[src/rtl/irq_arbiter_if.sv]
// Register-slave bus used by the correlator interrupt blocks.
// The master holds wr or rd high for one clock with a word address; a read
// returns its data one clock later with rvalid.
interface intbus_interf (
    input logic clk
);
    logic [31:0] addr;
    logic        wr;
    logic        rd;
    logic [31:0] wdata;
    logic [31:0] rdata;
    logic        rvalid;

    modport slave (
        input  addr, wr, rd, wdata,
        output rdata, rvalid
    );

    modport master (
        input  clk, rdata, rvalid,
        output addr, wr, rd, wdata
    );
endinterface

[src/rtl/irq_arbiter.sv]
// Shares one CPU interrupt line between up to 32 edge-triggered sources.
// Rising edges are latched into PENDING. One masked pending source at a time
// is granted, by fixed priority or round-robin. irq stays active until
// software acknowledges the grant. A hold-off period then keeps irq idle
// before the next grant.
module irq_arbiter #(
    parameter int BASEADDR = 0,
    parameter int NSRC     = 8,
    parameter int HOLDOFF  = 4
) (
    input  logic              clk,
    input  logic              resetn,
    intbus_interf.slave       bus,
    input  logic [NSRC-1:0]   src,
    output logic              irq
);

    localparam logic [15:0] IRQ_ARB_ID_CONST = 16'h1A4B;

    localparam logic [31:0] ADDR_ID      = 32'(BASEADDR);
    localparam logic [31:0] ADDR_CFG     = 32'(BASEADDR + 1);
    localparam logic [31:0] ADDR_MASK    = 32'(BASEADDR + 2);
    localparam logic [31:0] ADDR_PENDING = 32'(BASEADDR + 3);
    localparam logic [31:0] ADDR_CUR     = 32'(BASEADDR + 4);
    localparam logic [31:0] ADDR_ACK     = 32'(BASEADDR + 5);

    typedef enum logic [1:0] {
        IDLE  = 2'd0,
        GRANT = 2'd1,
        HOLD  = 2'd2
    } state_t;

    state_t            state_q, state_d;
    logic [2:0]        cfg_q, cfg_d;
    logic [NSRC-1:0]   mask_q, mask_d;
    logic [NSRC-1:0]   pending_q, pending_d;
    logic [NSRC-1:0]   src_dly_q, src_dly_d;
    logic              cur_valid_q, cur_valid_d;
    logic [4:0]        cur_idx_q, cur_idx_d;
    logic [4:0]        last_q, last_d;
    logic [7:0]        hold_cnt_q, hold_cnt_d;
    logic              irq_q, irq_d;
    logic [31:0]       rdata_q, rdata_d;
    logic              rvalid_q, rvalid_d;

    logic              enable;
    logic              polarity;
    logic              rr_mode;
    logic              wr_cfg;
    logic              wr_mask;
    logic              wr_pending;
    logic              wr_ack;
    logic [NSRC-1:0]   elig;
    logic [31:0]       elig32;
    logic [31:0]       cur_oh32;
    logic [NSRC-1:0]   ack_clr;
    logic [NSRC-1:0]   w1c_clr;
    logic              fp_found;
    logic [4:0]        fp_idx;
    logic              rr_found;
    logic [4:0]        rr_idx;
    logic              unused_bits;

    assign enable     = cfg_q[0];
    assign polarity   = cfg_q[1];
    assign rr_mode    = cfg_q[2];

    assign wr_cfg     = bus.wr && (bus.addr == ADDR_CFG);
    assign wr_mask    = bus.wr && (bus.addr == ADDR_MASK);
    assign wr_pending = bus.wr && (bus.addr == ADDR_PENDING);
    assign wr_ack     = bus.wr && (bus.addr == ADDR_ACK);

    assign elig       = pending_q & mask_q;
    assign elig32     = 32'(elig);
    assign cur_oh32   = 32'd1 << cur_idx_q;
    assign w1c_clr    = wr_pending ? bus.wdata[NSRC-1:0] : '0;
    assign unused_bits = ^bus.wdata;

    // Winner search: lowest eligible index, and first eligible index going upward circularly after last grant
    always_comb begin
        int j;
        j        = 0;
        fp_found = 1'b0;
        fp_idx   = '0;
        rr_found = 1'b0;
        rr_idx   = '0;
        for (int k = 0; k < NSRC; k++) begin
            if (!fp_found && elig32[k[4:0]]) begin
                fp_found = 1'b1;
                fp_idx   = k[4:0];
            end
        end
        for (int k = 0; k < NSRC; k++) begin
            j = int'(last_q) + 1 + k;
            if (j >= NSRC) begin
                j = j - NSRC;
            end
            if (!rr_found && elig32[j[4:0]]) begin
                rr_found = 1'b1;
                rr_idx   = j[4:0];
            end
        end
    end

    // Next-state logic for the grant FSM, edge capture, config registers, irq level and read data
    always_comb begin
        state_d     = state_q;
        cur_valid_d = cur_valid_q;
        cur_idx_d   = cur_idx_q;
        last_d      = last_q;
        hold_cnt_d  = hold_cnt_q;
        ack_clr     = '0;

        if (!enable) begin
            state_d     = IDLE;
            cur_valid_d = 1'b0;
            cur_idx_d   = '0;
            hold_cnt_d  = '0;
        end else begin
            case (state_q)
                IDLE: begin
                    if (|elig) begin
                        state_d     = GRANT;
                        cur_valid_d = 1'b1;
                        cur_idx_d   = rr_mode ? rr_idx : fp_idx;
                    end
                end
                GRANT: begin
                    if (wr_ack) begin
                        ack_clr     = cur_oh32[NSRC-1:0];
                        last_d      = cur_idx_q;
                        cur_valid_d = 1'b0;
                        cur_idx_d   = '0;
                        hold_cnt_d  = 8'(HOLDOFF);
                        state_d     = HOLD;
                    end
                end
                HOLD: begin
                    if (hold_cnt_q <= 8'd1) begin
                        hold_cnt_d = '0;
                        state_d    = IDLE;
                    end else begin
                        hold_cnt_d = hold_cnt_q - 8'd1;
                    end
                end
                default: begin
                    state_d = IDLE;
                end
            endcase
        end

        src_dly_d = src;
        pending_d = (pending_q & ~(w1c_clr | ack_clr)) | (src & ~src_dly_q);
        cfg_d     = wr_cfg  ? bus.wdata[2:0]      : cfg_q;
        mask_d    = wr_mask ? bus.wdata[NSRC-1:0] : mask_q;

        irq_d = ((state_q == GRANT) && enable) ? ~polarity : polarity;

        rvalid_d = bus.rd;
        rdata_d  = '0;
        if (bus.rd) begin
            if (bus.addr == ADDR_ID) begin
                rdata_d = {16'(NSRC), IRQ_ARB_ID_CONST};
            end else if (bus.addr == ADDR_CFG) begin
                rdata_d = {29'd0, cfg_q};
            end else if (bus.addr == ADDR_MASK) begin
                rdata_d = 32'(mask_q);
            end else if (bus.addr == ADDR_PENDING) begin
                rdata_d = 32'(pending_q);
            end else if (bus.addr == ADDR_CUR) begin
                rdata_d = {cur_valid_q, 26'd0, cur_idx_q};
            end
        end
    end

    // All state registers, cleared asynchronously so irq drops the moment reset asserts
    always_ff @(posedge clk or negedge resetn) begin
        if (!resetn) begin
            state_q     <= IDLE;
            cfg_q       <= '0;
            mask_q      <= '0;
            pending_q   <= '0;
            src_dly_q   <= '0;
            cur_valid_q <= 1'b0;
            cur_idx_q   <= '0;
            last_q      <= 5'(NSRC - 1);
            hold_cnt_q  <= '0;
            irq_q       <= 1'b0;
            rdata_q     <= '0;
            rvalid_q    <= 1'b0;
        end else begin
            state_q     <= state_d;
            cfg_q       <= cfg_d;
            mask_q      <= mask_d;
            pending_q   <= pending_d;
            src_dly_q   <= src_dly_d;
            cur_valid_q <= cur_valid_d;
            cur_idx_q   <= cur_idx_d;
            last_q      <= last_d;
            hold_cnt_q  <= hold_cnt_d;
            irq_q       <= irq_d;
            rdata_q     <= rdata_d;
            rvalid_q    <= rvalid_d;
        end
    end

    assign irq        = irq_q;
    assign bus.rdata  = rdata_q;
    assign bus.rvalid = rvalid_q;

endmodule

[src/flat_wrapper.sv]
// flat-port wrapper written by rule: the top's interface ports become plain ports
module irq_arbiter_flat 
#(
    parameter int BASEADDR = 0,
    parameter int NSRC     = 8,
    parameter int HOLDOFF  = 4
)
  (clk, resetn, src, irq, bus_addr, bus_wr, bus_rd, bus_wdata, bus_rdata, bus_rvalid);
  intbus_interf bus_i (.clk(clk));
  input  logic clk;
  input  logic resetn;
  input  logic [NSRC-1:0] src;
  output logic irq;
  input wire logic [$bits(bus_i.addr)-1:0] bus_addr;
  input wire logic [$bits(bus_i.wr)-1:0] bus_wr;
  input wire logic [$bits(bus_i.rd)-1:0] bus_rd;
  input wire logic [$bits(bus_i.wdata)-1:0] bus_wdata;
  output wire logic [$bits(bus_i.rdata)-1:0] bus_rdata;
  output wire logic [$bits(bus_i.rvalid)-1:0] bus_rvalid;
  assign bus_i.addr = bus_addr;
  assign bus_i.wr = bus_wr;
  assign bus_i.rd = bus_rd;
  assign bus_i.wdata = bus_wdata;
  assign bus_rdata = bus_i.rdata;
  assign bus_rvalid = bus_i.rvalid;
  irq_arbiter #(.BASEADDR(BASEADDR), .NSRC(NSRC), .HOLDOFF(HOLDOFF)) u_core (.clk(clk), .resetn(resetn), .bus(bus_i), .src(src), .irq(irq));
endmodule
[config.mk]
export PLATFORM = sky130hd
export DESIGN_NAME = irq_arbiter_flat
export DESIGN_NICKNAME = d
export VERILOG_FILES = /design/src/rtl/irq_arbiter_if.sv /design/src/rtl/irq_arbiter.sv /design/src/flat_wrapper.sv
export SDC_FILE = /design/constraint.sdc
export NUM_CORES = 1
export LEC_CHECK = 0
export CAP_MARGIN = 10
export CELL_PAD_IN_SITES_DETAIL_PLACEMENT = 1
export CELL_PAD_IN_SITES_GLOBAL_PLACEMENT = 1
export CORE_UTILIZATION = 40
export DETAILED_ROUTE_END_ITERATION = 8
export DONT_BUFFER_PORTS = 1
export MAX_ROUTING_LAYER = met4
export PLACE_DENSITY = 0.76
export REMOVE_ABC_BUFFERS = 1
export SYNTH_ARGS = -nofsm -noshare
export SYNTH_HDL_FRONTEND = slang
export SYNTH_SLANG_ARGS = --single-unit
[constraint.sdc]
create_clock -name clk -period 6.03 [get_ports clk]
set_input_delay 0.603 -clock clk [delete_from_list [all_inputs] [get_ports clk]]
set_output_delay 0.603 -clock clk [all_outputs]
set_load 0.01 [all_outputs]
==> reports/metrics.csv, run 1 <==
metric,value,unit
peakVddDrop,0.0002465,V
htreeDepth,3,
synthCells,580,
endpoint_kind,flip-flop,
avgRoutedWirePerCell,19.75,um
synth_top_area_frac,0.2832,
cpLargestDelayFamily,compound AO/OA/AOI/OAI gates,
first_pass_iters,4,
clock-root-buffer,clkbuf_16,
fin_tns_setup,0,ps
first_iter_violations,216,
fp.dieH,114.2,um
clkTransAtPathRegs,50,ps
cp-start-kind,flip-flop,
insertedDiodeCount,0,
stdcell_area,0.005378,mm2
tritoncts,done,
syn_area,0.005036,mm2
io_buffers,0,
post-route-period-util,0.8377,
yosys.area.top_type,dfrtp_1,
finClkSkew,7.664,ps
cp_cell_sequence,ha_1 > xor2_1 > ha_1 > nor2b_1 > nor3_1 > or2_2 > ha_1 > o31ai_1 > a311oi_4 > a2111oi_4 > nand2_4 > nor3_4 > and4b_1 > o41ai_1,
drc,0,
maxCapViolations,0,
num_rows,40,
design.core.area,0.01216,mm2
grt_max_degree,58,
vias,4399,
rsz0062_at_grt,false,
synth_ff_type,dfrtp_1,
start_util,0.4141,
die_area,0.01304,mm2
io_pins,110,
setup-violations-final,0,
min_path_type,primary input to async pin,
p_leak,2.326,nW
yosysWarnings,0,
outcome,finished clean,
cp.buffers_inverters,0,
cts-buffers-inserted,9,
period_needed,5051,ps
die_w,114.2,um
grt_pass1_vias,4711,
grt_pass1_wl,23.68,mm
crit_type,flip-flop to flip-flop,
syn_area_per_cell,8.683,um2
worst_path_max_delay_cell,dfstp_2,
synthAdderAreaFrac,0.06211,
clk_latency,330,ps
async_flop_share,1.000,
cts_sinks,60,
n_fill_cell,1418,
ys_seq_area_frac,0.2989,
routed_wl,14.54,mm
critPathMostFrequentCell,ha_1,
syn_to_final_growth,6.783,%
drive_above_1_share,0.1180,
via_per_inst,5.977,
antenna_found_initial,0,
place_congestion,0.9005,
synth_top_family_by_area,simple AND/OR/NAND/NOR gates,
synthMuxAreaShare,0.08969,
powerDensity,174.0,mW/mm2
ys_ff_latch,60,
dpl_cell_area,0.005051,mm2
cp.required,6240,ps
grt_usage,0.2385,
synth-edff-count,0,
synthTopCellsByArea,"dfrtp_1 (28%), ha_1 (6.2%), nand2_1 (4.8%)",
synth_cell_types,73,
cp_max_fo,20,
dp.final_hpwl,10.82,mm
relSlewSlack,0.1470,
nNetsFinal,664,
grt_overflow,0,
ant_nets,0,
synthSimpleGateAreaFrac,0.2204,
clockBufferDepth,2,
synth-xor-area-share,0.04696,
postCtsSetupBuffers,0,
cpPeakStageDelay,770,ps
worstMarginPinSlew,1268,ps
arrival,5260,ps
slew_violations,0,
synth_compound_area_frac,0.1973,
timing.fmax,198.0,MHz
hold_violations,0,
[Yosys cell counts, types with 4 or more instances]
cell type,instances
a211oi_1,5
a21oi_1,19
a22oi_1,4
a31oi_1,5
and2_1,15
and3_1,9
buf_2,8
buf_4,24
clkbuf_1,18
dfrtp_1,57
ha_1,25
inv_1,28
mux2_2,18
mux2i_1,11
mux4_2,5
nand2_1,64
nand2b_1,9
nand3_1,22
nand4_1,7
nor2_1,30
nor2b_1,12
nor3_1,14
nor4_1,12
o2111ai_1,5
o211ai_1,9
o21ai_0,38
o221ai_1,4
o22ai_1,7
o31ai_1,5
o41ai_1,4
or3_1,6
xnor2_1,9
xor2_1,4
[layout make-up]
class	instances	area (um2)	area share
flip-flops and latches	60	1505	0.2799
multi-input cells	454	3182	0.5917
repair buffers	7	70.07	0.01303
clock buffers	10	229.0	0.04258
well taps	168	210.2	0.03909
clock inverters	6	65.06	0.01210
inverters	31	116.4	0.02164
[flip-flops by register name, indices dropped and copies added, names as in the netlist, 2 cells and up]
signal             flops
u_core.cur_idx_q       5
u_core.cfg_q           3
u_core.mask_q          8
u_core.last_q          5
u_core.src_dly_q       8
u_core.hold_cnt_q      8
u_core.bus.rdata      10
u_core.state_q         2
u_core.pending_q       8
[power by group]
group          leakage, nW  switching, W  internal [W]  total (W)
combinational         1.43     0.0000146    0.00000524  0.0000198
clock                0.142      0.000189      0.000320   0.000509
sequential           0.755    0.00000107      0.000406   0.000407
[per-stage QoR]
stage          utilization  hold WS [ps]  cells  setup slack, ps  power (W)
2_1_floorplan            -         307.4    545             1066  0.0004234
3_3_place_gp        0.4153         308.7    718             1179  0.0004241
5_1_grt             0.4422         113.5    736            725.6  0.0009610
3_5_place_dp        0.4153         308.6    718             1097  0.0004248
6_report            0.4422         118.5    736            978.6  0.0009359
4_1_cts             0.4418         114.7    735            991.1  0.0009426
[cell usage in the layout (no fill, tap or decap), types with 6 or more instances in the layout]
master,netlist,layout
or3_1,6,6
o211ai_1,9,9
and2_1,15,15
conb_1,1,19
nor2_1,30,30
xnor2_1,9,9
o21ai_0,38,38
a21oi_1,19,19
mux2_2,18,18
nand4_1,7,7
nand2_1,64,64
nor2b_1,12,12
o22ai_1,7,7
clkbuf_16,0,9
nor3_1,14,14
nand3_1,22,22
nand2b_1,9,9
mux2i_1,11,11
dfrtp_1,57,57
inv_1,28,28
nor4_1,12,12
and3_1,9,9
ha_1,25,25
[what timing repair did]
item	CTS	global route
hold buffers	1	0
gates resized for setup	0	0
endpoints found under the hold margin	57	0
[path summary, 6_finish.rpt]
check                                     from                  end  slack, ps  depth (start not counted)
max reg2reg                   u_core.last_q[0]  u_core.cur_idx_q[0]        980                         14
max in group asynchronous               resetn     u_core.mask_q[4]       5650                          1
min reg2reg                u_core.src_dly_q[1]  u_core.pending_q[1]        420                          1
max                           u_core.last_q[0]  u_core.cur_idx_q[0]        980                         14
min in group clk                        bus_rd    u_core.bus.rvalid        300                          0
min                                     resetn     u_core.last_q[1]        120                          0
[cell families (layout without fill, tap and decap cells)]
family | after synthesis | in the layout
flops | 60 | 60
buf+inv | 84 | 54
other cells | 1 | 19
mux | 35 | 35
xor+xnor | 19 | 19
simple gates | 216 | 216
compound gates | 140 | 140
fa+ha+maj | 25 | 25
[metal layers]
metal  vias up  GRT usage  wire length [um]
met5         -          -                 0
met4         0    0.09264               395
met3        33    0.02806               667
met2       118     0.4000              7259
met1      2212     0.2942              6213
li1       2036          -                 -
Note: power is estimated with default switching activity, not from simulation.
==> inputs of run 2 (changes only) <==
Settings changed: ABC_AREA from default to 1, PLACE_DENSITY 0.76 to 0.79.
Clock period 6.03 ns to 4.8 ns, I/O delays scaled along.
==> reports/metrics.csv, run 2 <==
metric,value,unit,change
clk_latency,330,ps,about the same
dp_worst_setup_slack,926.4,ps,was 1097 ps
cts_sinks,60,,unchanged
worst_path_max_delay_cell,dfstp_2,,unchanged
dpl_cell_area,0.004770,mm2,was 0.005051 mm2
ys_ff_latch,60,,unchanged
crit_start,u_core.last_q[0],,unchanged
dp.final_hpwl,10.86,mm,was 10.82 mm
cts-buffers-inserted,9,,unchanged
design.core.area,0.01147,mm2,was 0.01216 mm2
routed_wl,14.08,mm,was 14.54 mm
num_rows,39,,was 40
worstMarginPinSlew,1132,ps,was 1268 ps
ys_seq_area_frac,0.3177,,was 0.2989
place_congestion,0.8436,,was 0.9005
slew_violations,0,,unchanged
grt_overflow,0,,unchanged
synth_most_common_cell,nand2_1,,unchanged
synth-edff-count,0,,unchanged
n_fill_cell,1490,,was 1418
wl_met2,7.078,mm,was 7.259 mm
relSlewSlack,0.2377,,was 0.1470
fin_tns_setup,0,ps,unchanged
powerDensity,228.8,mW/mm2,was 174.0 mW/mm2
cpPeakStageDelay,690,ps,was 770 ps
ff2ff_path_depth,24,,was 14
syn_to_final_growth,7.396,%,was 6.783%
antenna_found_initial,0,,unchanged
synth_cell_types,50,,was 73
drive_above_1_share,0.1090,,was 0.1180
cp_cell_sequence,ha_1 > inv_2 > nand2_2 > nand2_4 > inv_4 > ha_1 > inv_2 > nor2_1 > inv_1 > nand2_2 > nand2_2 > ha_1 > inv_1 > nand3_1 > nand3_1 > nor2_4 > nor2_8 > nand4_1 > nand2_1 > nand2_1 > nor2_1 > nand3_1 > o21ai_1 > nand2_1,,was ha_1 > xor2_1 > ha_1 > nor2b_1 > nor3_1 > or2_2 > ha_1 > o31ai_1 > a311oi_4 > a2111oi_4 > nand2_4 > nor3_4 > and4b_1 > o41ai_1
min_path_type,primary input to async pin,,unchanged
grt_pass1_vias,4801,,was 4711
ant_nets,0,,unchanged
first_iter_violations,194,,was 216
hold_violations,0,,unchanged
avgRoutedWirePerCell,17.32,um,was 19.75 um
start_util,0.4131,,was 0.4141
syn_area_per_cell,7.134,um2,was 8.683 um2
via_per_inst,5.549,,was 5.977
die_w,110.8,um,was 114.2 um
highest_layer,met4,,unchanged
yosys.area.top_type,dfrtp_1,,unchanged
ff2ff_setup_slack,850,ps,was 980 ps
clock-root-buffer,clkbuf_16,,unchanged
synth_ff_type,dfrtp_1,,unchanged
crit_type,flip-flop to flip-flop,,unchanged
wl_met1,5.931,mm,was 6.213 mm
first_pass_iters,4,,unchanged
grt_pass1_wl,23.31,mm,was 23.68 mm
syn_area,0.004737,mm2,was 0.005036 mm2
cp_max_fo,12,,was 20
tritoncts,done,,unchanged
dr_wl_met3,537,um,was 667 um
worst_slack,847.8,ps,was 978.6 ps
arrival,4160,ps,was 5260 ps
vias,4511,,was 4399
synth.cells.most_frequent,"nand2_1 (158), inv_1 (77), nor2_1 (67)",,"was nand2_1 (64), dfrtp_1 (57), o21ai_0 (38)"
synth_top_area_frac,0.3011,,was 0.2832
hold_slack,19.51,ps,was 118.5 ps
endpoint,u_core.cur_idx_q[2],,was u_core.cur_idx_q[0]
io_buffers,0,,unchanged
timing.fmax,253.0,MHz,was 198.0 MHz
fp.dieH,110.8,um,was 114.2 um
setup-violations-final,0,,unchanged
finClkSkew,6.899,ps,was 7.664 ps
period_needed,3952,ps,was 5051 ps
nNetsFinal,766,,was 664
grt_usage,0.2437,,was 0.2385
synthCells,664,,was 580
mostFrequentLayoutCell,nand2_1,,unchanged
outcome,finished clean,,unchanged
r2r-end,u_core.cur_idx_q[2],,was u_core.cur_idx_q[0]
async_flop_share,1.000,,unchanged
stdcell_area,0.005087,mm2,was 0.005378 mm2
clockBufferDepth,2,,unchanged
post-route-period-util,0.8234,,was 0.8377
io_pins,110,,unchanged
rsz0062_at_grt,false,,unchanged
grt_max_degree,61,,was 58
cp.required,5010,ps,was 6240 ps
layout_common_cells,"nand2_1 (158), inv_1 (77), nor2_1 (67), nand3_1 (60), dfrtp_1 (57)",,"was nand2_1 (64), dfrtp_1 (57), o21ai_0 (38), nor2_1 (30), inv_1 (28)"
htreeDepth,3,,unchanged
cp-start-kind,flip-flop,,unchanged
die_area,0.01228,mm2,was 0.01304 mm2
endpoint_kind,flip-flop,,unchanged
insertedDiodeCount,0,,unchanged
yosysWarnings,0,,unchanged
peakVddDrop,0.0002854,V,was 0.0002465 V
reg2reg_from,u_core.last_q[0],,unchanged
drc,0,,unchanged
clkTransAtPathRegs,50,ps,about the same
synthTopCellsByArea,"dfrtp_1 (30%), nand2_1 (13%), ha_1 (6.6%)",,"was dfrtp_1 (28%), ha_1 (6.2%), nand2_1 (4.8%)"
maxCapViolations,0,,unchanged
largest_reg_flops,10,,unchanged
p_leak,2.528,nW,was 2.326 nW
[run 2: cell count changes in the layout (fill, tap and decap cells not counted), moves of 9 or more]
cell / before / now
and3_1: 9 / 0
nand2_2: 0 / 13
mux2i_1: 11 / 0
nor2b_1: 12 / 0
nand2b_1: 9 / 0
nor4_1: 12 / 3
mux2_2: 18 / 0
o211ai_1: 9 / 0
inv_1: 28 / 77
nor2_1: 30 / 67
nand3_1: 22 / 60
and2_1: 15 / 0
nand2_1: 64 / 158
[run 2: cell type report]
cell class	count	area (um2)	share of cell area
Multi-Input combinational cell	500	2724	0.5354
Clock buffer	13	270.3	0.05312
Tap cell	143	178.9	0.03517
Sequential cell	60	1505	0.2959
Timing Repair Buffer	3	42.54	0.008362
Clock inverter	3	20.02	0.003935
Inverter	91	346.6	0.06813
[run 2: worst min-delay path by stage]
stage	from	endpoint	slack, ps	cells after the start
after floorplan	resetn	u_core.bus.rdata[0]	180	0
after global placement	resetn	u_core.bus.rdata[4]	190	0
after detailed placement	resetn	u_core.bus.rdata[4]	190	0
after global routing	resetn	u_core.cur_idx_q[1]	40	1
final	resetn	u_core.cur_idx_q[1]	20	1
after CTS	resetn	u_core.hold_cnt_q[2]	30	1
[run 2: kinds of logic (layout without fill, tap and decap cells)]
logic type	Yosys count	count (layout)	share of synthesized area
xor gates and xnor gates	9	9	0.02060
AOI/OAI and AO/OA	90	90	0.1154
adders and majority gates	25	25	0.06603
DFF	60	60	0.3178
buffers and inverters	122	110	0.1215
other	1	19	0.0007916
and+or+nand+nor	357	357	0.3579
[run 2: report_power, final]
| part | internal, W | total (W) | switching (W) | leakage (nW) |
|---|---|---|---|---|
| Sequential | 0.000510 | 0.000511 | 0.00000114 | 0.755 |
| Clock | 0.000390 | 0.000621 | 0.000231 | 0.138 |
| Combinational | 0.00000633 | 0.0000312 | 0.0000249 | 1.63 |
[run 2: metrics by stage]
stage	util	total power [W]	std cells
6_report	0.4436	0.001164	813
5_1_grt	0.4436	0.001192	813
4_1_cts	0.4436	0.001167	813
3_5_place_dp	0.4159	0.0005391	796
3_3_place_gp	0.4159	0.0005384	796
2_1_floorplan	-	0.0005356	651
[run 2: worst max-delay path: cells and delay by family, from the launching register on]
kind | cells | cell delay [ps]
and+or+nand+nor | 15 | 1470
AOI/OAI and AO/OA | 1 | 220
adders and majority gates | 3 | 1010
DFF | 1 | 690
buffers and inverters | 5 | 440
[run 2: layer usage]
metal / up-vias / track usage
li1: 2128 / -
met1: 2188 / 0.2734
met2: 148 / 0.4244
met3: 47 / 0.03773
met4: 0 / 0.1147
met5: - / -
[run 2: repair_timing]
action	CTS	global route
endpoints found under the setup margin	0	0
resized for setup	0	0
buffers inserted	0	0
hold buffers	1	0
endpoints found under the hold margin	60	0
==> inputs of run 3 (changes only) <==
Settings changed: PLACE_DENSITY 0.79 to 0.82.
Clock period 4.8 ns to 3.47 ns, I/O delays scaled along.
==> reports/metrics.csv, run 3 (synthesis results as in run 2) <==
metric,value,unit,change
period_needed,3247,ps,was 3952 ps
place_congestion,0.8816,,was 0.8436
cp-start-kind,flip-flop,,unchanged
cp_max_fo,5,,was 12
start_util,0.4131,,unchanged
finClkSkew,5.539,ps,was 6.899 ps
clockBufferDepth,2,,unchanged
power,0.001659,W,was 0.001164 W
ant_nets,0,,unchanged
tritoncts,done,,unchanged
grt_pass1_vias,4887,,was 4801
crit_type,flip-flop to flip-flop,,unchanged
endpoint_kind,flip-flop,,unchanged
cp.buffers_inverters,6,,was 5
worstMarginPinSlew,1143,ps,was 1132 ps
first_iter_violations,215,,was 194
mostFrequentLayoutCell,nand2_1,,unchanged
cpPeakStageDelay,610,ps,was 690 ps
maxCapViolations,0,,unchanged
first_pass_iters,4,,unchanged
io_pins,110,,unchanged
wl_met2,7.554,mm,was 7.078 mm
syn_to_final_growth,11.62,%,was 7.396%
dp.final_hpwl,10.87,mm,was 10.86 mm
avgRoutedWirePerCell,17.18,um,was 17.32 um
final_cells,830,,was 813
post-route-period-util,0.9358,,was 0.8234
min_path_type,primary input to flip-flop,,was primary input to async pin
drive_above_1_share,0.1441,,was 0.1090
timing.fmax,307.9,MHz,was 253.0 MHz
critPathMostFrequentCell,nand2_1,,
insertedDiodeCount,0,,unchanged
fin_util,0.4611,,was 0.4436
worst_slack,222.7,ps,was 847.8 ps
dp_worst_setup_slack,91.32,ps,was 926.4 ps
largest_reg_flops,10,,unchanged
antenna_found_initial,0,,unchanged
powerDensity,313.8,mW/mm2,was 228.8 mW/mm2
drc,0,,unchanged
cts_sinks,60,,unchanged
clkTransAtPathRegs,60,ps,was 50 ps
routed_wl,14.26,mm,was 14.08 mm
outcome,finished clean,,unchanged
layout_common_cells,"nand2_1 (157), inv_1 (77), nor2_1 (65), nand3_1 (58), dfrtp_1 (57)",,"was nand2_1 (158), inv_1 (77), nor2_1 (67), nand3_1 (60), dfrtp_1 (57)"
cpLargestDelayFamily,simple AND/OR/NAND/NOR gates,,unchanged
setup-violations-final,0,,unchanged
design.core.area,0.01147,mm2,unchanged
grt_overflow,0,,unchanged
hold_slack,41.08,ps,was 19.51 ps
hold_violations,0,,unchanged
nNetsFinal,783,,was 766
num_rows,39,,unchanged
die_area,0.01228,mm2,unchanged
cp.required,3700,ps,was 5010 ps
fp.dieH,110.8,um,unchanged
slew_violations,0,,unchanged
p_leak,2.612,nW,was 2.528 nW
worst_path_max_delay_cell,dfstp_2,,unchanged
dpl.cell_count,803,,was 796
via_per_inst,5.511,,was 5.549
grt_pass1_wl,23.49,mm,was 23.31 mm
clk_latency,330,ps,about the same
highest_layer,met4,,unchanged
arrival,3470,ps,was 4160 ps
grt_max_degree,61,,unchanged
grt_usage,0.2444,,was 0.2437
clock-root-buffer,clkbuf_16,,unchanged
vias,4574,,was 4511
relSlewSlack,0.2301,,was 0.2377
peakVddDrop,0.0002741,V,was 0.0002854 V
cts-buffers-inserted,9,,unchanged
dr_wl_met3,441,um,was 537 um
wl_met1,5.816,mm,was 5.931 mm
htreeDepth,3,,unchanged
io_buffers,0,,unchanged
die_w,110.8,um,unchanged
## run 3: cell types whose count changed in the layout (fill, tap and decap cells not counted), sizes merged
cell         previous run  this run
dlygate4sd3             0         1
clkinvlp                2         1
buf                     3        18
clkinv                  3         5
nor2                   77        78
bufinv                  0         1
clkbuf                 13        10
inv                    89        90
## run 3: worst paths after layout
kind | startpoint | endpoint | slack [ps] | cells after the start
worst min-delay path | src[6] | u_core.src_dly_q[6] | 40 | 0
worst min register to register | u_core.src_dly_q[3] | u_core.pending_q[3] | 420 | 1
max in group asynchronous | resetn | u_core.last_q[0] | 2600 | 2
worst max-delay path | u_core.last_q[0] | u_core.cur_idx_q[0] | 220 | 27
min in group asynchronous | resetn | u_core.mask_q[6] | 570 | 2
worst max register to register | u_core.last_q[0] | u_core.cur_idx_q[0] | 220 | 27
## run 3: through the flow
stage	area, um2	TNS (ps)
2_1_floorplan	4576	0
3_3_place_gp	4822	0
3_5_place_dp	4822	0
4_1_cts	5160	0
5_1_grt	5288	-13.66
6_report	5288	0
## run 3: what timing repair did
item | in CTS | in global routing
setup endpoints to repair | 0 | 3
setup buffers | 0 | 8
resized for setup | 0 | 12
hold buffers | 2 | 0
hold endpoints to repair | 60 | 0
## run 3: layer usage
metal	GRT usage	vias up
li1	-	2164
met1	0.2655	2242
met2	0.4501	132
met3	0.02624	36
met4	0.1040	0
met5	-	-
## run 3: layout make-up
cell class | instances | area [um2]
Fill cell | 1450 | 6180
Clock buffer | 10 | 239.0
Clock inverter | 6 | 61.31
Tap cell | 143 | 178.9
Multi-Input combinational cell | 501 | 2784
Sequential cell | 60 | 1505
Inverter | 91 | 346.6
Timing Repair Buffer | 19 | 172.7
## run 3: power by group
| group | total (W) | leakage, nW | internal (W) | switching (W) |
|---|---|---|---|---|
| Clock | 0.000906 | 0.149 | 0.000573 | 0.000333 |
| Combinational | 0.0000454 | 1.71 | 0.00000940 | 0.0000360 |
| Sequential | 0.000707 | 0.755 | 0.000706 | 0.00000170 |
| Total | 0.00166 | 2.61 | 0.00129 | 0.000371 |
